==> config.mk <==
export PLATFORM = sky130hd
export DESIGN_NAME = led_bus_arb
export DESIGN_NICKNAME = d
export VERILOG_FILES = /design/src/rtl/led_arb_pkg.sv /design/src/rtl/led_rr_pick.sv /design/src/rtl/led_bus_arb.sv
export SDC_FILE = /design/constraint.sdc
export NUM_CORES = 1
export LEC_CHECK = 0
export BUFFER_PORTS_ARGS = -buffer_cell sky130_fd_sc_hd__buf_2
export CAP_MARGIN = 10
export CORE_MARGIN = 2
export CORE_UTILIZATION = 50
export DETAILED_ROUTE_END_ITERATION = 12
export HOLD_SLACK_MARGIN = 0.15
export PLACE_DENSITY_LB_ADDON = 0.1
export SLEW_MARGIN = 25
export SYNTH_ARGS = -nofsm -noshare
export SYNTH_HDL_FRONTEND = slang
export SYNTH_HIERARCHICAL = 1
export SYNTH_SLANG_ARGS = --single-unit
export TNS_END_PERCENT = 1
==> constraint.sdc <==
create_clock -name clk -period 4.6 [get_ports clk]
set_input_delay 1.38 -clock clk [delete_from_list [all_inputs] [get_ports clk]]
set_output_delay 1.38 -clock clk [all_outputs]
set_load 0.05 [all_outputs]
==> src/rtl/led_arb_pkg.sv <==
// Shared types and constants for the two-requester LED register arbiter.
package led_arb_pkg;

  // Default width of the LED register data path.
  localparam int DW_DEFAULT = 8;

  // Largest supported LED register read latency, in cycles.
  localparam int RD_LAT_MAX = 4;

  // Arbiter transaction states.
  typedef enum logic [2:0] {
    IDLE  = 3'd0,
    WRITE = 3'd1,
    READ  = 3'd2,
    RWAIT = 3'd3,
    ACK   = 3'd4
  } arb_state_t;

  // Requester identifier: 0 or 1.
  typedef logic req_id_t;

  // The requester that is not 'id'.
  function automatic req_id_t other_id(input req_id_t id);
    return ~id;
  endfunction

endpackage

==> src/rtl/led_rr_pick.sv <==
// Two-way round-robin selector: grants the sole requester, or the one that
// was not granted last when both ask in the same cycle.
module led_rr_pick
  import led_arb_pkg::*;
(
  input  logic       valid0_i,
  input  logic       valid1_i,
  input  req_id_t    last_grant_i,
  output logic [1:0] grant_o,
  output req_id_t    winner_o
);

  // Winner selection; an empty grant vector means nobody is asking.
  always_comb begin
    grant_o  = 2'b00;
    winner_o = 1'b0;
    if (valid0_i && valid1_i) begin
      winner_o = other_id(last_grant_i);
      grant_o  = (winner_o == 1'b1) ? 2'b10 : 2'b01;
    end else if (valid0_i) begin
      winner_o = 1'b0;
      grant_o  = 2'b01;
    end else if (valid1_i) begin
      winner_o = 1'b1;
      grant_o  = 2'b10;
    end
  end

endmodule

==> src/rtl/led_bus_arb.sv <==
// Arbiter that shares one LED register port between two requesters.
// Each accepted request runs to completion (write or read with a fixed
// read latency) before the next is accepted; grants alternate on contention.
module led_bus_arb
  import led_arb_pkg::*;
#(
  parameter int DW     = DW_DEFAULT,
  // Cycles from led_rd_en to valid led_data_out; legal range 1..RD_LAT_MAX.
  parameter int RD_LAT = 1
) (
  input  logic          clk,
  input  logic          reset,
  input  logic          req0_valid,
  input  logic          req0_rnw,
  input  logic [DW-1:0] req0_wdata,
  output logic          req0_ready,
  output logic          req0_ack,
  output logic [DW-1:0] req0_rdata,
  input  logic          req1_valid,
  input  logic          req1_rnw,
  input  logic [DW-1:0] req1_wdata,
  output logic          req1_ready,
  output logic          req1_ack,
  output logic [DW-1:0] req1_rdata,
  output logic          led_wr_en,
  output logic          led_rd_en,
  output logic [DW-1:0] led_data_in,
  input  logic [DW-1:0] led_data_out,
  output logic          busy
);

  // Index of the final RWAIT cycle, where the read data is captured.
  localparam logic [1:0] RWAIT_LAST = 2'(RD_LAT - 1);

  arb_state_t    state_q, state_d;
  req_id_t       id_q, id_d;
  req_id_t       lastGrant_q, lastGrant_d;
  logic [1:0]    cnt_q, cnt_d;
  logic [DW-1:0] ledDataIn_q, ledDataIn_d;
  logic          ledWrEn_q, ledRdEn_q;
  logic [DW-1:0] rdata0_q, rdata1_q;

  logic [1:0]    grant;
  req_id_t       winner;
  logic          accept;
  logic          winnerRnw;
  logic          rwaitDone;

  led_rr_pick u_pick (
    .valid0_i     (req0_valid),
    .valid1_i     (req1_valid),
    .last_grant_i (lastGrant_q),
    .grant_o      (grant),
    .winner_o     (winner)
  );

  // FSM state plus the captured transaction context and last-grant memory.
  always_ff @(posedge clk or posedge reset) begin
    if (reset) begin
      state_q     <= IDLE;
      id_q        <= 1'b0;
      lastGrant_q <= 1'b1;
      cnt_q       <= '0;
      ledDataIn_q <= '0;
    end else begin
      state_q     <= state_d;
      id_q        <= id_d;
      lastGrant_q <= lastGrant_d;
      cnt_q       <= cnt_d;
      ledDataIn_q <= ledDataIn_d;
    end
  end

  // Next-state logic: accept in IDLE, then walk the write or read sequence.
  always_comb begin
    state_d     = state_q;
    id_d        = id_q;
    lastGrant_d = lastGrant_q;
    cnt_d       = cnt_q;
    ledDataIn_d = ledDataIn_q;
    accept      = 1'b0;
    winnerRnw   = 1'b0;
    rwaitDone   = 1'b0;
    unique case (state_q)
      IDLE: begin
        if (grant != 2'b00) begin
          accept      = 1'b1;
          id_d        = winner;
          lastGrant_d = winner;
          winnerRnw   = (winner == 1'b1) ? req1_rnw : req0_rnw;
          if (winnerRnw) begin
            state_d = READ;
          end else begin
            state_d     = WRITE;
            ledDataIn_d = (winner == 1'b1) ? req1_wdata : req0_wdata;
          end
        end
      end
      WRITE: begin
        state_d = ACK;
      end
      READ: begin
        state_d = RWAIT;
        cnt_d   = '0;
      end
      RWAIT: begin
        if (cnt_q == RWAIT_LAST) begin
          rwaitDone = 1'b1;
          state_d   = ACK;
        end else begin
          cnt_d = cnt_q + 2'd1;
        end
      end
      ACK: begin
        state_d = IDLE;
      end
      default: begin
        state_d = IDLE;
      end
    endcase
  end

  // Bus strobes are registered so they line up exactly with WRITE and READ.
  always_ff @(posedge clk or posedge reset) begin
    if (reset) begin
      ledWrEn_q <= 1'b0;
      ledRdEn_q <= 1'b0;
    end else begin
      ledWrEn_q <= (state_d == WRITE);
      ledRdEn_q <= (state_d == READ);
    end
  end

  // Per-requester read results, updated only on that requester's reads.
  always_ff @(posedge clk or posedge reset) begin
    if (reset) begin
      rdata0_q <= '0;
      rdata1_q <= '0;
    end else if (rwaitDone) begin
      if (id_q == 1'b0) begin
        rdata0_q <= led_data_out;
      end else begin
        rdata1_q <= led_data_out;
      end
    end
  end

  // Ready is combinational in IDLE and must stay low while reset is held.
  assign req0_ready  = accept & grant[0] & ~reset;
  assign req1_ready  = accept & grant[1] & ~reset;
  assign req0_ack    = (state_q == ACK) && (id_q == 1'b0);
  assign req1_ack    = (state_q == ACK) && (id_q == 1'b1);
  assign req0_rdata  = rdata0_q;
  assign req1_rdata  = rdata1_q;
  assign led_wr_en   = ledWrEn_q;
  assign led_rd_en   = ledRdEn_q;
  assign led_data_in = ledDataIn_q;
  assign busy        = (state_q != IDLE);

endmodule

==> summary.txt <==
Core area: 2760 um2
# fillers: 227
# diodes: 0
Synth warnings: 6
Vias in the first global route: 1050
Root Driver: clkbuf_4
Critical path fanouts, max: 3
Flop2flop setup slack: 2.59 ns
Global-route wire length before repair: 4470 um
Prevailing post-synth register cell: dfrtp_1
Die W: 57.8 um
Post-synthesis register bit count: 33
FFs w/ async S/R, synth: 100%
Clk slew on worst S/H paths: 0.09 ns
Met2 Use GR: 28.6%
Starting Density: 52.5%
Pin count of the biggest net entering global routing: 34
Fmax: 0.284 GHz
Vias post-DR: 1033
Number of setup buffers added after CTS: 0
Unrepaired setup endpoints after global routing: no
Buffers on Ports: 60
Vias per Instance: 5.22
Top Usage Layer GRT: met2
Die H: 57.8 um
Unique cell type count in the Yosys netlist: 25
Gr usage total: 18.0%
Worst Path Required: 3.22 ns
CTS resizes: 0
ANT nets after route: 0
Synth-to-Final Area Change: 26.7%
Placer Congestion: 0.653
Post-Syn Nets: 131
CTS Sinks: 33
Status: finished, final reports clean
Worst relative slew slack: 72.1%
Die area: 3340 um2
Syn_area_per_cell: 14.5 um2
Cell area after synthesis: 1450 um2
Tmin final: 3.52 ns
CTS Hold Buffers Added: 0
Hold Crit Class: reg2reg
Clk Latency, worst-skew pair: 0.33 ns
Crit path DAT: 2.14 ns
Total global routing overflow: 0
H-tree Lvls: 2
Final number of max-transition violations: 0
Ports: 61
TritonCTS clock tree: yes
Tcrit/Tclk final: 76.6%
Max-Cap Viols: 0
Worst Path Class, Setup: in2out
Post-route DRC: 0
Mapped Cells: 100
Tightest Pin Transition: 0.417 ns
CP endpoint kind: output port
DRT Pass-1 Iters: 4
Number of synthesized flops with an enable pin: 0
Met3 Use GR: 6.03%
Wirelength per Cell: 13.3 um
Met1 Track Usage GR: 21.1%
Max clock buf depth: 2
Setup violations, final: 0
Final Routed Wirelength: 2640 um
Rows: 19
CTS Buf Count: 5
Post-DP HPWL: 1960 um
Seq/Total Area, Yosys: 57.2%
First DRT Iteration DRCs: 16
Initial antenna violation count: 0
Layout Skew: 0.00708 ns
Layout cells sized above 1: 64.7%
CP Launch Type: primary input
Post-Route Setup TNS: 0 ns
Nets: 197
Final hold vios: 0
==> critical path, stage by stage <==
cell,delay [ns]
buf_2,0.09
a21boi_1,0.23
and3_1,0.19
buf_2,0.25
==> final timing paths <==
kind / endpoint / startpoint / cells after the start
min in group asynchronous: led_data_in[5] / reset / 3
max in group asynchronous: lastGrant_q / reset / 3
worst max-delay path: req0_ready / req0_valid / 4
worst min register to register: led_data_in[7] / led_data_in[7] / 1
worst max register to register: led_data_in[1] / lastGrant_q / 5
worst min-delay path: led_data_in[7] / led_data_in[7] / 1
==> through the flow <==
stage	setup WS, ns	instances	area (um2)	util, %	hold WS [ns]
detailed placement	1.08	190	1780	64.6	0.487
global route	1.04	198	1830	66.5	0.525
finish	1.08	198	1830	66.5	0.506
CTS	1.08	198	1830	66.5	0.511
floorplan	0.533	100	1450	-	0.466
global placement	1.12	190	1780	64.6	0.483
==> area by class of cell <==
| class | count | area (um2) | share of cell area (%) |
|---|---|---|---|
| tap | 31 | 38.8 | 2.12 |
| clock inverter | 2 | 10.0 | 0.546 |
| timing repair buffer | 62 | 315 | 17.2 |
| sequential | 33 | 827 | 45.1 |
| inverter | 5 | 18.8 | 1.02 |
| clock buffer | 6 | 41.3 | 2.25 |
| multi-input combinational | 59 | 582 | 31.7 |
==> cell usage after synthesis, types with 2 or more instances <==
cell type  number  area (um2)
nand2b_1        2        12.5
nand2_1         2        7.51
dfrtp_1        32         801
and3_1          2        12.5
nor3b_1         2        15.0
nor2b_1         2        12.5
mux2_2         35         394
inv_1           5        18.8
buf_4           2        15.0
==> placed cells by master, fill, tap and decap left out, types with 2 or more instances in the layout <==
cell type	n
nand2_1	2
nand2b_1	2
clkbuf_4	5
nor3b_1	2
clkinv_2	2
buf_2	60
dfrtp_1	32
mux2_2	35
and3_1	2
nor2b_1	2
buf_4	2
inv_1	5
a21boi_1	2
==> state kept, by name, indices dropped and copies added (netlist names) <==
name and cells:
state_q 3, led_wr_en 1, led_data_in 8, req0_rdata 8, cnt_q 2, lastGrant_q 1
req1_rdata 8, id_q 1, led_rd_en 1
==> cells by family after synthesis <==
group	Yosys count	share of synthesized area, %
multiplexers	36	27.9
flip-flops	33	57.2
AND/OR/NAND/NOR	16	8.39
buffers and inverters	8	2.59
AO/OA/AOI/OAI	6	3.03
adder cells (fa/ha/maj)	1	0.865
==> layer usage <==
| layer | vias to the layer above | wire [um] |
|---|---|---|
| met1 | 505 | 1060 |
| met5 | - | 0 |
| li1 | 487 | - |
| met2 | 34 | 1340 |
| met3 | 7 | 165 |
| met4 | 0 | 71 |
Power is not shown: default switching activity piles up to over one toggle a cycle in this logic, so the estimate is an artifact.
